==> src/rtl/ex_wb_pkg.sv <==
// ex_wb_pkg: shared defaults and entry layout for the EX->WB pipeline stage.
//   EX_WB_DATA_W / EX_WB_RD_W : default result / destination-index widths
//   ex_wb_entry_t             : {reg_write, data, rd} packed entry (12 bits at defaults)
package ex_wb_pkg;
  localparam int unsigned EX_WB_DATA_W = 8;
  localparam int unsigned EX_WB_RD_W   = 3;

  typedef struct packed {
    logic                    reg_write;
    logic [EX_WB_DATA_W-1:0] data;
    logic [EX_WB_RD_W-1:0]   rd;
  } ex_wb_entry_t;

  localparam int unsigned EX_WB_ENTRY_W = $bits(ex_wb_entry_t);
endpackage

==> src/rtl/ex_wb_skid_buf.sv <==
// ex_wb_skid_buf: generic 2-entry (head + skid) buffer with valid/ready and flush.
//   clk_i, rst_ni          : clock, async active-low reset
//   flush_i                : drop both entries on the next edge, discard input
//   in_valid_i/in_ready_o  : upstream handshake; in_ready_o is a pure register output
//   in_entry_i             : packed entry to store
//   out_valid_o/out_ready_i: downstream handshake on the head entry
//   out_entry_o            : head entry
module ex_wb_skid_buf
  import ex_wb_pkg::*;
#(
  parameter int unsigned ENTRY_W = EX_WB_ENTRY_W
) (
  input  logic               clk_i,
  input  logic               rst_ni,
  input  logic               flush_i,
  input  logic               in_valid_i,
  output logic               in_ready_o,
  input  logic [ENTRY_W-1:0] in_entry_i,
  output logic               out_valid_o,
  input  logic               out_ready_i,
  output logic [ENTRY_W-1:0] out_entry_o
);
  logic               head_vld_q, head_vld_d;
  logic               skid_vld_q, skid_vld_d;
  logic [ENTRY_W-1:0] head_q, head_d;
  logic [ENTRY_W-1:0] skid_q, skid_d;
  logic               accept, pop;

  // Ready depends only on skid occupancy, so there is no comb path from out_ready_i.
  assign in_ready_o  = ~skid_vld_q;
  assign accept      = in_valid_i & ~skid_vld_q;
  assign pop         = head_vld_q & out_ready_i;
  assign out_valid_o = head_vld_q;
  assign out_entry_o = head_q;

  always_comb begin
    head_vld_d = head_vld_q;
    skid_vld_d = skid_vld_q;
    head_d     = head_q;
    skid_d     = skid_q;
    if (flush_i) begin
      // Flush beats accept; a same-cycle pop is still taken by the consumer.
      head_vld_d = 1'b0;
      skid_vld_d = 1'b0;
    end else if (pop && skid_vld_q) begin
      // Skid full means in_ready was low, so nothing is accepted here.
      head_d     = skid_q;
      skid_vld_d = 1'b0;
    end else if (pop) begin
      head_vld_d = accept;
      if (accept) head_d = in_entry_i;
    end else if (accept) begin
      if (!head_vld_q) begin
        head_vld_d = 1'b1;
        head_d     = in_entry_i;
      end else begin
        skid_vld_d = 1'b1;
        skid_d     = in_entry_i;
      end
    end
  end

  always_ff @(posedge clk_i or negedge rst_ni) begin
    if (!rst_ni) begin
      head_vld_q <= 1'b0;
      skid_vld_q <= 1'b0;
      head_q     <= '0;
      skid_q     <= '0;
    end else begin
      head_vld_q <= head_vld_d;
      skid_vld_q <= skid_vld_d;
      head_q     <= head_d;
      skid_q     <= skid_d;
    end
  end
endmodule

==> src/rtl/ex_wb_pipe_stage.sv <==
// ex_wb_pipe_stage: EX->WB pipeline register with skid buffering, flush,
// r0 masking, forwarding compare and a saturating backpressure counter.
//   clk_i, reset_ni          : clock, async active-low reset
//   flush_i                  : synchronous kill of all held entries
//   in_valid_i/in_ready_o    : EX handshake; in_reg_write_i/in_data_i/in_rd_i payload
//   out_valid_o/out_ready_i  : WB handshake; out_reg_write_o/out_data_o/out_rd_o head
//   rs1_i, rs2_i             : decode source indices
//   fwd1_hit_o, fwd2_hit_o   : head result bypassable to rs1/rs2; fwd_data_o = head data
//   stall_cnt_o              : saturating count of out_valid && !out_ready cycles
module ex_wb_pipe_stage
  import ex_wb_pkg::*;
#(
  parameter int unsigned DATA_W      = EX_WB_DATA_W,
  parameter int unsigned RD_W        = EX_WB_RD_W,
  parameter bit          R0_ZERO     = 1'b1,
  parameter int unsigned STALL_CNT_W = 16
) (
  input  logic                   clk_i,
  input  logic                   reset_ni,
  input  logic                   flush_i,
  input  logic                   in_valid_i,
  output logic                   in_ready_o,
  input  logic                   in_reg_write_i,
  input  logic [DATA_W-1:0]      in_data_i,
  input  logic [RD_W-1:0]        in_rd_i,
  output logic                   out_valid_o,
  input  logic                   out_ready_i,
  output logic                   out_reg_write_o,
  output logic [DATA_W-1:0]      out_data_o,
  output logic [RD_W-1:0]        out_rd_o,
  input  logic [RD_W-1:0]        rs1_i,
  input  logic [RD_W-1:0]        rs2_i,
  output logic                   fwd1_hit_o,
  output logic                   fwd2_hit_o,
  output logic [DATA_W-1:0]      fwd_data_o,
  output logic [STALL_CNT_W-1:0] stall_cnt_o
);
  localparam int unsigned ENTRY_W = 1 + DATA_W + RD_W;
  localparam logic [STALL_CNT_W-1:0] CNT_MAX = '1;

  logic [ENTRY_W-1:0]     head_entry;
  logic                   head_rw;
  logic                   rd_is_r0;
  logic [STALL_CNT_W-1:0] stall_cnt_q, stall_cnt_d;

  ex_wb_skid_buf #(.ENTRY_W(ENTRY_W)) u_skid (
    .clk_i       (clk_i),
    .rst_ni      (reset_ni),
    .flush_i     (flush_i),
    .in_valid_i  (in_valid_i),
    .in_ready_o  (in_ready_o),
    .in_entry_i  ({in_reg_write_i, in_data_i, in_rd_i}),
    .out_valid_o (out_valid_o),
    .out_ready_i (out_ready_i),
    .out_entry_o (head_entry)
  );

  assign {head_rw, out_data_o, out_rd_o} = head_entry;

  assign rd_is_r0        = R0_ZERO && (out_rd_o == '0);
  // Gating with out_valid keeps a stale head from ever looking like a write.
  assign out_reg_write_o = out_valid_o & head_rw & ~rd_is_r0;

  // out_reg_write already excludes rd==0, so rsN==0 can never hit under R0_ZERO.
  assign fwd1_hit_o = out_reg_write_o && (out_rd_o == rs1_i);
  assign fwd2_hit_o = out_reg_write_o && (out_rd_o == rs2_i);
  assign fwd_data_o = out_data_o;

  // Counts whatever the head shows this cycle; flush neither clears nor masks it.
  always_comb begin
    stall_cnt_d = stall_cnt_q;
    if (out_valid_o && !out_ready_i && (stall_cnt_q != CNT_MAX))
      stall_cnt_d = stall_cnt_q + 1'b1;
  end

  always_ff @(posedge clk_i or negedge reset_ni) begin
    if (!reset_ni) stall_cnt_q <= '0;
    else           stall_cnt_q <= stall_cnt_d;
  end

  assign stall_cnt_o = stall_cnt_q;
endmodule

==> config.mk <==
export PLATFORM = sky130hd
export DESIGN_NAME = ex_wb_pipe_stage
export DESIGN_NICKNAME = d
export VERILOG_FILES = /design/src/rtl/ex_wb_pkg.sv /design/src/rtl/ex_wb_skid_buf.sv /design/src/rtl/ex_wb_pipe_stage.sv
export SDC_FILE = /design/constraint.sdc
export NUM_CORES = 1
export LEC_CHECK = 0
export ABC_AREA = 1
export CORE_ASPECT_RATIO = 0.6
export CORE_MARGIN = 2
export CORE_UTILIZATION = 41
export CTS_BUF_LIST = sky130_fd_sc_hd__clkbuf_8
export CTS_CLUSTER_DIAMETER = 80
export CTS_CLUSTER_SIZE = 10
export DETAILED_ROUTE_END_ITERATION = 6
export PLACE_DENSITY = 0.77
export SYNTH_ARGS = -nofsm -noshare
export SYNTH_HDL_FRONTEND = slang
export SYNTH_SLANG_ARGS = --single-unit
==> constraint.sdc <==
create_clock -name clk_i -period 4.3 [get_ports clk_i]
set_input_delay 0.86 -clock clk_i [delete_from_list [all_inputs] [get_ports clk_i]]
set_output_delay 0.86 -clock clk_i [all_outputs]
set_load 0.01 [all_outputs]
After elaboration in Yosys (flattened, before gate mapping). Index checks and enable logic that the tools add are counted.

Divide/modulo/power cells: 0. $add $sub $neg: 1. Bitwise operators: 9. Shift operators: 0. Reductions and logical operators: 15. Equality and inequality tests: 6. Order comparisons: 0. Multiplexer cells: 14. Multiply operators: 0.

Operators with widths (count): $mux 12 (5); $add 16x1->16 const B (1); $ne 16x16->1 const B (1); $mux 1 (9); $reduce_bool 3->1 (3); $eq 3x3->1 (2); $ne 3x3->1 const B (2); $reduce_and 3->1 (2); $logic_and 1x1->1 (5); $not 1->1 (5); $reduce_and 5->1 (1); $and 1x1->1 (4); $logic_not 3->1 (1); $ne 2x2->1 const B (1); $reduce_and 2->1 (1); $reduce_bool 2->1 (1); $logic_not 1->1 (1).

Latch bits: 0. Bits in writable memories: 0. Word-level logic and storage cells: 50. Output and inout bits: 40. Bits of input ports: 23. Memories: 0. Register bits after elaboration: 42. Bits in read-only memories: 0.

Logic depth before layout (Yosys ltp). Gate-level depths: netlist (run 1).

Depth after elaboration: 6. Mapped depth: 9. Depth with buffers taken out: 9.

Hierarchy. From an unflattened synthesis (run 1), not the netlist that was laid out.

Cell total of the unflattened synthesis: 327. Area, all modules: 2411.1 um2.

By module, submodules not included: ex_wb_skid_buf (cells an instance 161, seq. area each 650.6 um2, instances 1, area an instance 1249.9 um2); ex_wb_pipe_stage (cells an instance 166, seq. area each 400.4 um2, instances 1, area an instance 1161.1 um2).

Least setup slack after synthesis (run 1). Ideal clock, no wire load.

Path kind: input to output. From: input rs2_i[1]. To: output fwd2_hit_o. Path slack: 2.136 ns. Stages on the path: 3. Required time: 3.440 ns. Path buffers: 0. Arrival: 1.304 ns. Cells stage by stage: xnor2_1 -> nand2_1 -> nor3_1.

Longest elaborated chain between the ends: 2.

RTL lines: start, declared (RTL line ex_wb_pipe_stage.sv:32) `input logic [RD_W-1:0] rs2_i,`; $eq 3x3->1 (RTL line ex_wb_pipe_stage.sv:66) `assign fwd2_hit_o = out_reg_write_o && (out_rd_o == rs2_i);`; $logic_and 1x1->1 (RTL line ex_wb_pipe_stage.sv:66); end, declared (RTL line ex_wb_pipe_stage.sv:34) `output logic fwd2_hit_o,`.

No other way between the ends.

Worst setup path in the final report (run 1). Same ends and word-level chain as after synthesis.

==> metrics, run 1 <==
element type at the critical path start input pin; Yosys top cell area share between 40% and 50%; crit-path max FO 1; Synth Area in XOR/XNOR between 4 and 5%; clock-pin slew on the worst setup and hold paths ~0.080 ns; Root Driver clkbuf_8; Sum Neg Setup Slack 0 ns; fmax ~330 MHz; initial antenna violation count 0; area taken by multi-input logic gates between 0.001 and 0.0015 sq mm; Worst EP required ~3.4 ns; Async SR Flop Fraction 100%; CP arrival 2.20 ns; leading cell type by number of instances after synthesis nand2_1; Seq. cell area ~0.0011 sq mm; most frequent CP cell clkdlybuf4s50_1; sequential area share after synthesis between 40% and 50%; post-synthesis net count 352; Top Ports 63; # diodes 0; Pwr Density 382 mW/mm^2; row cnt 22; Slew Limit Fails 0; Tightest Hold Check Type flop to flop; Area contributors post-synth dfrtp_1 (42%), nand2_1 (16%), o21ai_0 (7.0%); number of synthesized flops with an enable pin 0; Die Height between 60 and 70 um; TritonCTS clock tree built; largest net degree at the start of global routing 43; Synth Area in Compound Gates 9.76%; number of port buffers 62; Slew HR 36.6%; Layout Skew 0.00571 ns; Post-synth top cells nand2_1 (108), dfrtp_1 (42), o21ai_0 (35); largest family of logic cells by synthesized area simple AND/OR/NAND/NOR gates; DRC Markers 0; Placer Congestion 0.886; die width 105 um; Cells after Synth around 330; drt via density about 4.6; largest area contributor in the netlist dfrtp_1; clk_lat worst skew between 0.2 and 0.3 ns; CTS Hold Bufs 0; mux cell area share after synthesis 0%; crit path kind input pin to primary output; WL/cell between 10 and 15 um; grt ovf 0; simple-gate share of the synthesized area between 30% and 40%; Post-CTS Setup Bufs 0; unique cell type count in the Yosys netlist 25; vias in the first global route a little under 2,000; worst-path cell chain clkdlybuf4s50_1 -> xnor2_1 -> nand2_1 -> nor3_1 -> clkdlybuf4s50_1; adder-cell share of the synthesized area 0.498%; reg2reg path depth 6; PostCTS Resize Cnt 0; clock sink count 42; # H-tree levels 2; Initial DRC Count around 130; CTS buffer count 5; Slowest-stage cell, CP clkdlybuf4s50_1; ys flop type dfrtp_1; first-pass GRT wire length just over 9000 um; fillcell total between 500 and 600; Final setup viols 0; final hold vios 0; Tcrit/Tclk final 71.3%; Die Area around 0.0068 sq mm; clock period minus final worst setup slack 3.06 ns; remaining antenna violation count after routing 0; Nets slightly below 400; RSZ-0062 raised after global routing false; aggregate routed wire length 5490 um; CTS Buffer Depth 2; status complete, no violations; CP Capture Type primary output; Final Core Density 51.7%; maxcap violations 0; Pleak around 1.4 nW; WHS Path Cells 2; DP Wirelength between 4000 and 5000 um; CP peak stage delay 0.56 ns; Synth Area per Inst 7.66 sq um; fraction of layout cells with a size suffix above 1 under 10%; peak supply drop around 190 uV; core box area approximately 0.006 sq mm; FF+latch count, synth 42; Vias between 2,000 and 2,500; DRT Pass-1 Iters 4; slew at the pin closest to its max-slew limit roughly 0.95 ns; Min Hold Slack a little under 0.5 ns; gr usage total ~17%; Area growth syn-to-layout 24.0%; Syn. warnings 0; initial cell density of the core roughly two fifths; mapped cell area 0.00251 sq mm
## flip-flops by register name, summed over array words and instances (netlist names)
register	cells
stall_cnt_o	16
u_skid.out_entry_o	12
u_skid.out_valid_o	1
u_skid.skid_q	12
u_skid.skid_vld_q	1
## power by group
group          internal [mW]  leakage (nW)  switching [mW]  total (mW)
sequential             0.475         0.522          0.0804       0.556
clock                  0.129        0.0472           0.136       0.265
combinational          0.195         0.823           0.173       0.368
## through the flow
stage          power [mW]  cell area (sq um)  worst slack, ns  cells
2_1_floorplan       0.783               2510             2.14    328
3_3_place_gp        0.923               3020             1.25    448
3_5_place_dp        0.935               3020             1.24    448
4_1_cts              1.20               3120             1.23    456
5_1_grt              1.26               3120             1.14    456
6_report             1.19               3120             1.24    456
## critical path: cells and delay by family
family / cells / cell delay, ns
xor gates and xnor gates: 1 / 0.12
buffers and inverters: 2 / 1.03
and+or+nand+nor: 2 / 0.20
## final cells by class
cell class	count	share of cell area, %
sequential	42	33.7
clock inverter	2	0.402
multi-input combinational	228	36.2
tap	84	3.37
inverter	32	3.86
clock buffer	6	2.65
timing repair buffer	62	19.8
## path summary, 6_finish.rpt
| check | start | to | slack, ns |
|---|---|---|---|
| worst min-delay path | u_skid.skid_q[4] | u_skid.skid_q[4] | 0.49 |
| max in group asynchronous | reset_ni | u_skid.out_valid_o | 2.99 |
| worst min register to register | u_skid.skid_q[4] | u_skid.skid_q[4] | 0.49 |
| worst max register to register | stall_cnt_o[0] | stall_cnt_o[2] | 2.57 |
| min in group asynchronous | reset_ni | stall_cnt_o[15] | 0.70 |
| worst max-delay path | rs2_i[1] | fwd2_hit_o | 1.24 |
## kinds of logic after synthesis
| group | Yosys count |
|---|---|
| compound gates | 46 |
| simple gates | 168 |
| buf+inv | 58 |
| flops | 42 |
| fa+ha+maj | 1 |
| xor+xnor | 13 |
## metal layers
metal / share of wire [%] / GRT usage, % / up-vias / wire, um
li1: - / - / 1099 / -
met1: 52 / 25.4 / 960 / 2840
met2: 42 / 24.4 / 53 / 2300
met3: 5.8 / 4.93 / 5 / 321
met4: 0.69 / 4.50 / 0 / 38
met5: 0 / 0 / - / 0
## cells in the final DEF (no fill, tap or decap), drive strengths merged
cell             n
nand3           10
nor3             3
nand2          114
clkbuf           6
dfrtp           42
a21oi            6
ha               1
buf              1
inv             32
nor2            33
clkdlybuf4s50   61
clkinv           1
xnor2            7
o21ai           40
clkinvlp         1
nand3b           2
xor2             6
nand4            6
(Power assumes the default switching activity.)
==> inputs of run 2 (changes only) <==
PLACE_DENSITY = 0.79   (was 0.77)
clock period = 2.6 ns   (was 4.3 ns; I/O delays follow)
==> metrics, run 2 (synthesized netlist as in run 1, its figures left out) <==
CP Capture Type primary output (unchanged); # H-tree levels 2 (unchanged); status complete, no violations (unchanged); Top Ports 63 (unchanged); final hold vios 0 (unchanged); crit-path max FO 5 (was 1); vias in the first global route 1,933 (was 1,964); CTS Buffer Depth 2 (unchanged); Worst setup startpoint u_skid.out_valid_o (was rs2_i[1]); clock period minus final worst setup slack 2.44 ns; clk_lat worst skew 0.30 ns (was 0.29 ns); Area growth syn-to-layout 26.2% (was 24.0%); grt ovf 0 (unchanged); max reg flops 16 (unchanged); reg2reg start stall_cnt_o[0] (unchanged); Slew HR 37.9% (was 36.6%); Worst EP required 2.08 ns (was 3.44 ns); gr usage total 17.6% (was 17.2%); DRC Markers 0 (unchanged); R2R Setup Slk 0.84 ns (was 2.57 ns); most common cell after layout, fill and taps aside nand2_1 (unchanged); first-pass GRT wire length 9420 um (was 9270 um); initial antenna violation count 0 (unchanged); Sum Neg Setup Slack 0 ns (unchanged); DRT Pass-1 Iters 5 (was 4); # diodes 0 (unchanged); CP arrival 1.92 ns (was 2.20 ns); Vias 2,138 (was 2,117); fillcell total 541 (was 556); Power Total 2.17 mW (was 1.19 mW); fin worst setup slack 0.162 ns (was 1.24 ns); Pwr Density 685 mW/mm^2 (was 382 mW/mm^2); CTS Hold Bufs 0 (unchanged); number of port buffers 62 (unchanged); Final setup viols 0 (unchanged); Nets 396 (was 395); clock-pin slew on the worst setup and hold paths 0.08 ns (about the same); peak supply drop 240 uV (was 186 uV); DP Wirelength 4220 um (was 4160 um); Post-CTS Setup Bufs 0 (unchanged); initial cell density of the core 41.7% (unchanged); clock sink count 42 (unchanged); drt via density 4.68 (was 4.64); remaining antenna violation count after routing 0 (unchanged); element type at the critical path start flop (was input pin); CTS buffer count 5 (unchanged); die width 105 um (unchanged); fmax 410 MHz; maxcap violations 0 (unchanged); Crit Reg-Reg Endpoint stall_cnt_o[2] (unchanged); PostCTS Resize Cnt 0 (unchanged); Initial DRC Count 222 (was 129); largest net degree at the start of global routing 43 (unchanged); Die Area 0.00679 sq mm (unchanged); core box area 0.00603 sq mm (unchanged); RSZ-0062 raised after global routing false (unchanged); Die Height 64.6 um (unchanged); crit path kind flop to primary output (was input pin to primary output); Layout Skew 0.00813 ns (was 0.00571 ns); TritonCTS clock tree built (unchanged); WL/cell 12.2 um (was 12.0 um); Root Driver clkbuf_8 (unchanged); worst setup path end fwd2_hit_o (unchanged); Placer Congestion 0.906 (was 0.886); aggregate routed wire length 5570 um (was 5490 um); Tcrit/Tclk final about 94%; Tightest Hold Check Type input pin to asynchronous set/reset pin (was flop to flop); most frequent cells in the layout nand2_1 (108), clkdlybuf4s50_1 (61), dfrtp_1 (42) (unchanged); fraction of layout cells with a size suffix above 1 8.58% (was 8.33%); Min Hold Slack 0.354 ns (was 0.489 ns); pre-CTS WS 0.162 ns (was 1.24 ns); row cnt 22 (unchanged); Pleak 1.42 nW (was 1.39 nW); reg2reg path depth 6 (unchanged); slew at the pin closest to its max-slew limit 0.932 ns (was 0.951 ns); Slew Limit Fails 0 (unchanged)
==> run 2: cell count changes in the layout (fill, tap and decap cells not counted), sizes merged <==
| cell | previous run | this run |
|---|---|---|
| bufinv | 0 | 2 |
| buf | 1 | 2 |
| clkinv | 1 | 0 |
| clkinvlp | 1 | 0 |
==> run 2: worst min-delay path by stage <==
| stage | startpoint | depth (start not counted) | endpoint |
|---|---|---|---|
| 2_1_floorplan | reset_ni | 0 | stall_cnt_o[0] |
| 3_3_place_gp | u_skid.skid_q[6] | 2 | u_skid.skid_q[6] |
| 3_5_place_dp | u_skid.skid_q[9] | 2 | u_skid.skid_q[9] |
| 4_1_cts | reset_ni | 1 | stall_cnt_o[7] |
| 5_1_grt | reset_ni | 1 | stall_cnt_o[11] |
| 6_report | reset_ni | 1 | stall_cnt_o[11] |
==> run 2: power breakdown <==
part           switching, mW  total, mW  internal, mW  leakage, nW
sequential             0.136      0.922         0.786        0.522
combinational          0.290      0.613         0.323        0.828
clock                  0.227      0.636         0.410       0.0714
total                  0.652       2.17          1.52         1.42
==> run 2: area by class of cell <==
| class | instances | area [sq um] | area share (%) |
|---|---|---|---|
| multi-input combinational | 228 | 1130 | 35.6 |
| timing repair buffer | 63 | 623 | 19.7 |
| tap | 84 | 105 | 3.31 |
| clock buffer | 6 | 82.6 | 2.60 |
| sequential | 42 | 1050 | 33.1 |
| clock inverter | 2 | 60.1 | 1.89 |
| inverter | 32 | 120 | 3.79 |
==> run 2: metrics by stage <==
stage / instances / utilization, % / cell area [sq um]
after floorplan: 328 / - / 2510
after global placement: 449 / 50.2 / 3030
after detailed placement: 449 / 50.2 / 3030
after CTS: 457 / 52.6 / 3170
after global routing: 457 / 52.6 / 3170
final: 457 / 52.6 / 3170
==> run 2: metal layers <==
layer / GRT usage [%] / part of all wire, % / vias to the layer above
met2: 26.1 / 44 / 63
met1: 25.8 / 50 / 975
li1: - / - / 1096
met3: 3.62 / 5.4 / 4
met5: 0 / 0 / -
met4: 5.00 / 0.68 / 0
==> run 2: worst max-delay path, stage by stage, from the launching register on <==
cell             delay (ns)
dfrtp_1                0.50
nand2_1                0.11
nor2_1                 0.21
nand2_1                0.07
nor3_1                 0.17
clkdlybuf4s50_1        0.57
